$ cat src/rtl/uart_tx_fifo.sv
// 8N1 UART transmitter fed by a circular byte FIFO with a valid/ready push port.
// Frames are serialised LSB first; queued bytes follow each other with no idle gap.
module uart_tx_fifo #(
  parameter int CLK_PER_BIT     = 868,
  parameter int FIFO_DEPTH_LOG2 = 4
) (
  input  logic                     clk,
  input  logic                     rst,
  input  logic [7:0]               tx_data,
  input  logic                     tx_valid,
  output logic                     tx_ready,
  output logic                     txd,
  output logic                     busy,
  output logic [FIFO_DEPTH_LOG2:0] fifo_count
);

  localparam int DEPTH = 1 << FIFO_DEPTH_LOG2;
  localparam int CW    = FIFO_DEPTH_LOG2 + 1;
  localparam int CNT_W = (CLK_PER_BIT > 2) ? $clog2(CLK_PER_BIT) : 1;

  localparam logic [CNT_W-1:0]           CNT_LAST = CNT_W'(CLK_PER_BIT - 1);
  localparam logic [CNT_W-1:0]           CNT_ONE  = CNT_W'(1);
  localparam logic [FIFO_DEPTH_LOG2-1:0] PTR_ONE  = FIFO_DEPTH_LOG2'(1);
  localparam logic [CW-1:0]              CNT_INC  = CW'(1);
  localparam logic [CW-1:0]              CNT_FULL = CW'(DEPTH);

  localparam logic [1:0] S_IDLE  = 2'd0;
  localparam logic [1:0] S_START = 2'd1;
  localparam logic [1:0] S_DATA  = 2'd2;
  localparam logic [1:0] S_STOP  = 2'd3;

  logic [7:0]                 mem [DEPTH];
  logic [FIFO_DEPTH_LOG2-1:0] wr_ptr;
  logic [FIFO_DEPTH_LOG2-1:0] rd_ptr;
  logic [CW-1:0]              count;
  logic [1:0]                 state;
  logic [CNT_W-1:0]           baud_cnt;
  logic [2:0]                 bit_idx;
  logic [7:0]                 shift;
  logic                       txd_q;
  logic                       push;
  logic                       pop;
  logic                       have_data;
  logic                       baud_last;

  assign have_data  = (count != '0);
  assign baud_last  = (baud_cnt == CNT_LAST);
  assign tx_ready   = !rst && (count != CNT_FULL);
  assign push       = tx_valid && tx_ready;
  // The only pops are FSM loads: from IDLE, or chained at the end of a stop bit.
  assign pop        = have_data && ((state == S_IDLE) || ((state == S_STOP) && baud_last));
  assign fifo_count = count;
  assign txd        = txd_q;
  assign busy       = (state != S_IDLE) || have_data;

  always_ff @(posedge clk) begin
    if (push) mem[wr_ptr] <= tx_data;
  end

  always_ff @(posedge clk) begin
    if (rst) begin
      wr_ptr <= '0;
      rd_ptr <= '0;
      count  <= '0;
    end else begin
      if (push) wr_ptr <= wr_ptr + PTR_ONE;
      if (pop)  rd_ptr <= rd_ptr + PTR_ONE;
      case ({push, pop})
        2'b10:   count <= count + CNT_INC;
        2'b01:   count <= count - CNT_INC;
        default: ;
      endcase
    end
  end

  // Shift register holds payload only; txd always presents shift[0] of the current bit.
  always_ff @(posedge clk) begin
    if (pop) begin
      shift <= mem[rd_ptr];
    end else if ((state == S_DATA) && baud_last) begin
      shift <= shift >> 1;
    end
  end

  always_ff @(posedge clk) begin
    if (rst) begin
      state    <= S_IDLE;
      baud_cnt <= '0;
      bit_idx  <= '0;
      txd_q    <= 1'b1;
    end else begin
      case (state)
        S_IDLE: begin
          txd_q    <= 1'b1;
          baud_cnt <= '0;
          if (have_data) begin
            txd_q <= 1'b0;
            state <= S_START;
          end
        end
        S_START: begin
          if (baud_last) begin
            baud_cnt <= '0;
            bit_idx  <= '0;
            txd_q    <= shift[0];
            state    <= S_DATA;
          end else begin
            baud_cnt <= baud_cnt + CNT_ONE;
          end
        end
        S_DATA: begin
          if (baud_last) begin
            baud_cnt <= '0;
            if (bit_idx == 3'd7) begin
              txd_q <= 1'b1;
              state <= S_STOP;
            end else begin
              txd_q   <= shift[1];
              bit_idx <= bit_idx + 3'd1;
            end
          end else begin
            baud_cnt <= baud_cnt + CNT_ONE;
          end
        end
        S_STOP: begin
          if (baud_last) begin
            baud_cnt <= '0;
            if (have_data) begin
              txd_q <= 1'b0;
              state <= S_START;
            end else begin
              state <= S_IDLE;
            end
          end else begin
            baud_cnt <= baud_cnt + CNT_ONE;
          end
        end
        default: state <= S_IDLE;
      endcase
    end
  end

endmodule
$ cat config.mk
export PLATFORM = sky130hd
export DESIGN_NAME = uart_tx_fifo
export DESIGN_NICKNAME = d
export VERILOG_FILES = /design/src/rtl/uart_tx_fifo.sv
export SDC_FILE = /design/constraint.sdc
export NUM_CORES = 1
export LEC_CHECK = 0
export ABC_AREA = 1
export BUFFER_PORTS_ARGS = -buffer_cell sky130_fd_sc_hd__clkbuf_2
export CORE_MARGIN = 8
export CORE_UTILIZATION = 30
export DETAILED_ROUTE_END_ITERATION = 8
export PLACE_DENSITY = 0.43
export REMOVE_ABC_BUFFERS = 1
export SYNTH_ARGS = -nofsm -noshare
export SYNTH_HDL_FRONTEND = slang
export SYNTH_SLANG_ARGS = --single-unit
$ cat constraint.sdc
create_clock -name clk -period 3 [get_ports clk]
set_input_delay 0.15 -clock clk [delete_from_list [all_inputs] [get_ports clk]]
set_output_delay 0.15 -clock clk [all_outputs]
set_load 0.03 [all_outputs]
==> flow_metrics.py, run 1 <==
metrics = {
    "status": {
        "status": "complete, no violations",
    },
    "cells_and_area": {
        "drive_above_1_share": 0.119,
        "nets": 782,
        "fin_util": 0.349,
        "area_growth_syn_to_layout_pct": 14.4,
        "antennaDiodeCount": 0,
    },
    "synth": {
        "syn_area_um2": 7420,
        "synth_xor_area_frac": 0.00826,
        "synth-compound-area-share": 0.0627,
        "yosysWarningCount": 0,
        "synthAdderAreaFrac": 0.0270,
        "synthCells": 728,
        "synth.distinct_cells": 36,
        "synthFlopType": "edfxtp_1",
        "synth_top_family_by_area": "simple AND/OR/NAND/NOR gates",
        "ys_seq_elements": 169,
        "synthArstFlopShare": 0,
        "synth-simple-area-share": 0.210,
        "synth_edf_count": 136,
        "avgSynthCellArea_um2": 10.2,
        "ys_seq_area_frac": 0.639,
        "synth.mux.area_fraction": 0,
    },
    "sta": {
        "post-route-period-util": 0.853,
        "fmax_mhz": 391,
        "setup-tns-final_ps": 0,
        "worst_clock_skew_ps": 12.9,
        "slew_headroom": 0.249,
        "grt_setup_unrepaired": "no",
        "worst_pin_slew_ps": 1110,
        "final.min_clock_period_ps": 2560,
        "maxSlewViolCount": 0,
        "setup_viol": 0,
        "finalHoldViolCount": 0,
    },
    "drt": {
        "routed_wl_um": 17800,
        "drt-vias-per-instance": 4.60,
        "wl_per_cell_um": 16.4,
        "final_antenna_net_count": 0,
        "initialDrtViolationCount": 281,
        "via_count": 5016,
        "drc": 0,
        "firstDrtPassIters": 4,
    },
    "die": {
        "ios": 19,
        "core_area_um2": 24300,
        "start_util": 0.305,
        "dieArea_um2": 30000,
        "die_width_um": 173,
        "fp.dieH_um": 173,
        "rows": 57,
    },
    "global_route": {
        "first_global_vias": 5014,
        "grt_antenna_before_repair": 0,
        "grt_pass1_wl_um": 28300,
        "grt_usage": 0.122,
        "grt-ovfl-total": 0,
        "grt_start_max_net_pins": 78,
    },
    "worst_setup_path": {
        "cp.required_ps": 3360,
        "critical_path_class": "register to register",
        "cp-start-kind": "register",
        "cp_data_arrival_time_ps": 2920,
        "end_kind": "register",
        "crit_fanout": 15,
    },
    "clocking": {
        "clock_latency_ps": 430,
        "cts.sinks": 169,
        "clk_pin_slew_ps": 70,
        "cts.path.max_buffers": 2,
        "h-tree-depth": 4,
        "postCtsHoldBufs": 0,
        "clockRootBuffer": "clkbuf_16",
        "cts_resized": 0,
        "cts_made_buffers": 17,
        "cts_tree": "built",
        "post_cts_buffers": 0,
    },
    "power": {
        "power_density_nw_per_um2": 840,
        "p_leak_nw": 3.26,
        "ir_drop_uv": 412,
    },
    "placed_design": {
        "numPortBuffers": 18,
        "place_congestion": 0.767,
        "post-dp-hpwl_um": 11800,
    },
    "run": {
        "drv_cap": 0,
    },
    "worst_hold_path": {
        "hold_path_class": "input pin to register",
    },
}
registers in the layout, indices dropped and copies added (netlist names), named ones only:
| name | cells |
|---|---|
| baud_cnt | 10 |
| bit_idx | 3 |
| fifo_count | 5 |
| mem | 128 |
| rd_ptr | 4 |
| shift | 8 |
| state | 2 |
| txd | 1 |
| wr_ptr | 4 |
placed cells by master, fill, tap and decap left out, types with 2 or more instances in the layout:
cell	netlist	layout
edfxtp_1	136	136
o22ai_1	2	2
clkbuf_2	0	18
buf_12	1	2
nand3_1	66	66
nor2_1	110	110
inv_8	0	3
clkbuf_16	0	17
dfxtp_1	33	32
o211ai_1	14	14
nand2_2	4	4
nor3b_1	2	2
a21oi_1	18	18
nor2_2	6	6
o21ai_0	46	46
inv_1	52	52
buf_4	2	16
ha_1	16	16
nor3_1	3	3
nand2_1	165	165
or2_2	3	3
bufinv_16	0	2
nand2_4	2	2
clkinvlp_4	0	2
inv_6	0	5
xor2_1	6	6
inv_2	5	5
report_power, final:
part	total (mW)	internal [mW]	switching, mW
clock network	2.23	1.25	0.981
registers	2.84	2.73	0.101
logic	2.07	0.621	1.45
cells by family (layout without fill, tap and decap cells):
kind of cell,count (synthesis),count (layout)
simple gates,366,366
flops,169,169
buf+inv,86,125
compound gates,84,84
fa+ha+maj,16,16
xor+xnor,7,7
cell usage after synthesis, types with 3 or more instances:
cell / n / area (um2)
buf_2: 13 / 65.1
or2_2: 3 / 18.8
inv_1: 52 / 195
a21oi_1: 18 / 90.1
dfxtp_1: 33 / 661
o21ai_0: 46 / 230
nor3_1: 3 / 15.0
nand2_1: 165 / 619
edfxtp_1: 136 / 4080
xor2_1: 6 / 52.6
buf_6: 4 / 45.0
o211ai_1: 14 / 105
inv_2: 5 / 18.8
nand2_2: 4 / 25.0
nor2_2: 6 / 37.5
ha_1: 16 / 200
nand3_1: 66 / 330
nor2_1: 110 / 413
clkbuf_1: 7 / 26.3
critical path: stages (launching register included):
cell and delay [ps]:
dfxtp_1 380, ha_1 180, inv_1 60, nor2_2 140
nand3b_4 100, nor2_4 100, nand2_4 70, nand2_4 160
ha_1 300, xor2_1 230, ha_1 170, inv_1 40
nand2_1 110, nand3_1 110, nand2_1 70, nand2_1 50
nand2_1 50, nand2_1 40, a21oi_1 110
worst paths after layout:
kind / from / to / slack, ps / cells after the start
min reg2reg: baud_cnt[0] / baud_cnt[0] / 470 / 1
max: baud_cnt[0] / fifo_count[4] / 440 / 18
min: rst / bit_idx[1] / 70 / 2
max reg2reg: baud_cnt[0] / fifo_count[4] / 440 / 18
routing by layer:
layer | GRT usage | vias up | part of all wire
li1 | - | 2497 | -
met1 | 0.160 | 2413 | 0.48
met2 | 0.189 | 79 | 0.46
met3 | 0.0277 | 27 | 0.035
met4 | 0.0539 | 0 | 0.025
met5 | 0 | - | 0
per-stage QoR:
stage	setup slack (ps)	cell area, um2	power [mW]	cells	hold slack, ps
after floorplan	18.7	7250	4.25	700	219
after global placement	546	7910	4.95	1060	442
after detailed placement	496	7910	4.97	1060	452
after CTS	459	8490	7.21	1091	60.6
after global routing	160	8490	7.57	1091	78.1
final	440	8490	7.13	1091	68.7
area by class of cell:
class / count / area (um2)
inverter: 58 / 220
timing repair buffer: 36 / 250
clock buffer: 18 / 429
clock inverter: 13 / 156
multi-input combinational: 473 / 2280
tap: 324 / 405
sequential: 169 / 4750
fill: 2399 / 15800
Note: power is estimated with default switching activity, not from simulation.
==> run 2, diff against run 1 <==
- CELL_PAD_IN_SITES_DETAIL_PLACEMENT: unset -> 1
- CELL_PAD_IN_SITES_GLOBAL_PLACEMENT: unset -> 1
- PLACE_DENSITY: 0.43 -> 0.51
==> run 2 against run 1 <==
Against the previous run: register-to-register slack hardly changed; critical path depth is the same; core utilization is 0.098 points lower; fmax about the same; design area fell by 0.28%; via count is 1.3% higher; worst setup slack improved by 1.4 ps; final cell count increased by 0.18%; sequential cell count unchanged; non-clock buffer count up 1; count of clock-buffer cells in the layout is the same; highest routed layer unchanged.
==> flow_metrics.py, run 2 (synthesis results as in run 1) <==
metrics = {
    "status": {
        "status": "complete, no violations",
    },
    "die": {
        "ios": 19,
        "fp.dieH_um": 173,
        "start_util": 0.305,
        "rows": 57,
        "dieArea_um2": 30000,
        "core_area_um2": 24300,
        "die_width_um": 173,
    },
    "cells_and_area": {
        "largest_reg_flops": 128,
        "final_common_cell": "nand2_1",
        "top_regs": "mem (128), baud_cnt (10), shift (8)",
        "largest_register": "mem",
        "antennaDiodeCount": 0,
        "mostFrequentLayoutCells": "nand2_1 (165), edfxtp_1 (136), nor2_1 (110), nand3_1 (66), inv_1 (52)",
        "nets": 783,
        "drive_above_1_share": 0.121,
        "area_growth_syn_to_layout_pct": 14.1,
        "fin_area_um2": 8470,
    },
    "drt": {
        "routed_wl_um": 19100,
        "initialDrtViolationCount": 183,
        "wl_per_cell_um": 17.5,
        "drt-vias-per-instance": 4.65,
        "firstDrtPassIters": 4,
        "drc": 0,
        "final_antenna_net_count": 0,
        "via_count": 5082,
    },
    "sta": {
        "worst_pin_slew_ps": 1090,
        "final.min_clock_period_ps": 2560,
        "finalHoldViolCount": 0,
        "post-route-period-util": 0.853,
        "worst_clock_skew_ps": 10.7,
        "setup-tns-final_ps": 0,
        "maxSlewViolCount": 0,
        "slew_headroom": 0.263,
        "grt_setup_unrepaired": "no",
        "fmax_mhz": 391,
        "holdWs_ps": 93.9,
        "setup_viol": 0,
    },
    "worst_setup_path": {
        "cpPeakStageDelay_ps": 380,
        "end_kind": "register",
        "critical_path_class": "register to register",
        "cp_num_cells": 18,
        "cp_num_buf_inv": 2,
        "cp_data_arrival_time_ps": 2920,
        "path_cells": "ha_1 > inv_1 > nor2_2 > nand3b_4 > nor2_4 > nand2_4 > nand2_4 > ha_1 > xor2_1 > ha_1 > inv_1 > nand2_1 > nand3_1 > nand2_1 > nand2_1 > nand2_1 > nand2_1 > a21oi_1",
        "critPathMostFrequentCell": "nand2_1",
        "worst_path_max_delay_cell": "dfxtp_1",
        "crit_fanout": 15,
        "r2r_cells": 18,
        "cp-start-kind": "register",
        "crit_family": "simple AND/OR/NAND/NOR gates",
        "cp.required_ps": 3360,
    },
    "global_route": {
        "first_global_vias": 5446,
        "grt_pass1_wl_um": 30300,
        "grt_antenna_before_repair": 0,
        "grt_usage": 0.130,
        "grt-ovfl-total": 0,
        "grt_start_max_net_pins": 78,
    },
    "placed_design": {
        "numPortBuffers": 18,
        "post-dp-hpwl_um": 12600,
        "postPlaceCellArea_um2": 7900,
        "place_congestion": 0.774,
    },
    "run": {
        "drv_cap": 0,
    },
    "clocking": {
        "clockRootBuffer": "clkbuf_16",
        "cts_made_buffers": 17,
        "postCtsHoldBufs": 0,
        "clk_pin_slew_ps": 70,
        "cts_resized": 0,
        "cts.sinks": 169,
        "cts_tree": "built",
        "cts.path.max_buffers": 2,
        "post_cts_buffers": 0,
        "h-tree-depth": 4,
        "clock_latency_ps": 430,
    },
    "worst_hold_path": {
        "hold_path_class": "input pin to register",
        "hold-path-cell-count": 2,
    },
    "power": {
        "power_density_nw_per_um2": 834,
        "p_leak_nw": 3.25,
        "ir_drop_uv": 408,
    },
}
[run 2: where the power goes]
part / switching (mW) / leakage [nW] / internal, mW
registers: 0.0958 / 1.50 / 2.74
logic: 1.48 / 1.48 / 0.611
clock network: 0.976 / 0.270 / 1.17
[run 2: worst reg2reg max path, cell delays in order (launching register included)]
cell      delay (ps)
dfxtp_1          380
ha_1             190
inv_1             60
nor2_2           140
nand3b_4         100
nor2_4           110
nand2_4           80
nand2_4          170
ha_1             310
xor2_1           230
ha_1             180
inv_1             40
nand2_1           90
nand3_1          100
nand2_1           70
nand2_1           40
nand2_1           50
nand2_1           50
a21oi_1          100
[run 2: worst paths after layout]
check / slack (ps) / start / end
setup reg to reg: 440 / baud_cnt[0] / fifo_count[4]
hold reg to reg: 470 / txd / txd
setup / recovery: 440 / baud_cnt[0] / fifo_count[4]
hold / removal: 90 / rst / bit_idx[1]
[run 2: area by class of cell]
cell class / count / area [um2]
fill: 2762 / 15900
sequential: 169 / 4750
multi-input combinational: 473 / 2280
clock buffer: 18 / 429
tap: 324 / 405
timing repair buffer: 37 / 245
inverter: 58 / 220
clock inverter: 14 / 138
[run 2: metal layers]
metal	vias up	global-route usage	wire [um]
met5	-	0	0
met4	0	0.0420	296
met3	18	0.0235	373
met2	38	0.223	9370
met1	2529	0.162	9040
li1	2497	-	-
[run 2: metrics by stage]
stage | utilization | power (mW) | cells | setup slack [ps]
after floorplan | - | 4.25 | 700 | 18.7
after global placement | 0.325 | 4.96 | 1061 | 502
after detailed placement | 0.325 | 5.01 | 1061 | 460
after CTS | 0.348 | 7.17 | 1093 | 426
after global routing | 0.348 | 7.51 | 1093 | 119
final | 0.348 | 7.06 | 1093 | 441
==> run 3, diff against run 2 <==
- clock period: 3 -> 2.7 ns (I/O delays scaled with it)
==> run 3 against run 2 <==
Against the previous run: sequential cell count stayed put; clock power is 23% higher; critical endpoint unchanged; final cell count is 0.55% higher; register-to-register slack worse by 160 ps; sequential share of layout area is 0.87 points lower; first-iteration DRC count is 28% higher.
==> flow_metrics.py, run 3 (synthesis results as in run 1) <==
metrics = {
    "status": {
        "status": "complete, no violations",
    },
    "cells_and_area": {
        "mostFrequentLayoutCells": "nand2_1 (165), edfxtp_1 (136), nor2_1 (110), nand3_1 (66), inv_1 (52)",
        "final-instance-count-excl-fill": 1099,
        "fin_util": 0.354,
        "largest_reg_flops": 128,
        "area_growth_syn_to_layout_pct": 15.9,
        "top_regs": "mem (128), baud_cnt (10), shift (8)",
        "drive_above_1_share": 0.133,
        "antennaDiodeCount": 0,
        "largest_register": "mem",
        "fin_area_um2": 8600,
        "final_common_cell": "nand2_1",
        "nFillCells": 2748,
        "nets": 789,
    },
    "drt": {
        "initialDrtViolationCount": 235,
        "firstDrtPassIters": 4,
        "wl_met2_um": 9700,
        "top_layer_used": "met4",
        "dr_wl_met3_um": 495,
        "m1WireLength_um": 9160,
        "routed_wl_um": 19500,
        "via_count": 5155,
        "drt-vias-per-instance": 4.69,
        "final_antenna_net_count": 0,
        "wl_per_cell_um": 17.8,
        "drc": 0,
    },
    "global_route": {
        "grt_start_max_net_pins": 78,
        "grt-ovfl-total": 0,
        "grt_antenna_before_repair": 0,
        "first_global_vias": 5584,
        "grt_pass1_wl_um": 31200,
        "grt_usage": 0.134,
    },
    "sta": {
        "finalHoldViolCount": 0,
        "setup-tns-final_ps": 0,
        "maxSlewViolCount": 0,
        "slew_headroom": 0.296,
        "grt_setup_unrepaired": "no",
        "worst_pin_slew_ps": 1050,
        "setup_viol": 0,
        "holdWs_ps": 89.5,
        "final.min_clock_period_ps": 2420,
        "post-route-period-util": 0.896,
        "finalWorstSetupSlack_ps": 280,
        "fmax_mhz": 413,
        "worst_clock_skew_ps": 10.6,
    },
    "clocking": {
        "cts.path.max_buffers": 2,
        "cts_made_buffers": 17,
        "clk_pin_slew_ps": 70,
        "post_cts_buffers": 0,
        "cts_tree": "built",
        "clockRootBuffer": "clkbuf_16",
        "cts.sinks": 169,
        "h-tree-depth": 4,
        "clock_latency_ps": 430,
    },
    "placed_design": {
        "postPlaceCellArea_um2": 7960,
        "pre_cts_slack_ps": 184,
        "place_congestion": 0.771,
        "numPortBuffers": 18,
        "placed_cells": 1067,
        "post-dp-hpwl_um": 13000,
    },
    "worst_setup_path": {
        "cp.required_ps": 3070,
        "cp-start-kind": "register",
        "end_kind": "register",
        "crit_fanout": 5,
        "critical_path_class": "register to register",
        "cp_data_arrival_time_ps": 2790,
    },
    "power": {
        "power.share.sequential": 0.386,
        "power_frac_comb": 0.290,
        "power.switching_mw": 2.90,
        "clkPwrFrac": 0.324,
        "p_int_mw": 5.25,
        "power_density_nw_per_um2": 948,
        "ir_drop_uv": 473,
        "p_leak_nw": 3.32,
        "totalPowerFinal_mw": 8.15,
        "p_sw_frac": 0.356,
    },
    "run": {
        "drv_cap": 0,
    },
    "die": {
        "rows": 57,
        "fp.dieH_um": 173,
        "core_area_um2": 24300,
        "start_util": 0.305,
        "die_width_um": 173,
        "dieArea_um2": 30000,
        "ios": 19,
    },
    "worst_hold_path": {
        "hold_path_class": "input pin to register",
    },
}
[run 3: cell count changes in the layout (fill, tap and decap cells not counted), moves of 2 or more]
cell       delta
buf_4         +5
bufinv_16     +2
inv_6         -3
inv_8         +2
[run 3: power by group through the flow]
stage | combinational [mW] | clock, mW | sequential [mW]
6_report | 2.36 | 2.64 | 3.15
5_1_grt | 2.69 | 2.81 | 3.17
4_1_cts | 2.43 | 2.71 | 3.15
3_5_place_dp | 2.42 | 0 | 3.20
3_3_place_gp | 2.36 | 0 | 3.19
2_1_floorplan | 1.40 | 0 | 3.33
[run 3: worst paths after layout]
path / start / endpoint / slack (ps) / depth (start not counted)
max: baud_cnt[0] / fifo_count[4] / 280 / 18
min: tx_valid / wr_ptr[3] / 90 / 5
max reg2reg: baud_cnt[0] / fifo_count[4] / 280 / 18
min reg2reg: txd / txd / 460 / 2
[run 3: routing by layer]
layer / track usage / vias up
met5: 0 / -
met4: 0.0424 / 0
met3: 0.0283 / 10
met2: 0.231 / 49
met1: 0.163 / 2580
li1: - / 2516
[run 3: worst max-delay path: stages, from the launching register on]
cell and delay (ps):
dfxtp_1 390, ha_1 200, inv_1 70, nor2_2 170, nand3b_4 100, nor2_4 120, nand2_4 80, nand2_4 60
ha_2 260, xor2_2 190, ha_1 170, inv_1 40, nand2_1 90, nand3_1 100, nand2_1 70, nand2_1 40
nand2_1 50, nand2_1 40, a21oi_1 110
[run 3: final cells by class]
| type | instances | area (um2) | area share |
|---|---|---|---|
| flip-flops and latches | 169 | 4750 | 0.552 |
| multi-input cells | 473 | 2290 | 0.267 |
| clock buffers | 17 | 425 | 0.0495 |
| inverters | 58 | 220 | 0.0256 |
| clock inverters | 15 | 208 | 0.0241 |
| repair buffers | 43 | 303 | 0.0352 |
| well taps | 324 | 405 | 0.0471 |
[run 3: timing repair]
action                                  CTS  global route
gates resized for setup                   0             2
endpoints found under the hold margin     0             0
endpoints found under the setup margin    0             2
hold buffers                              0             0
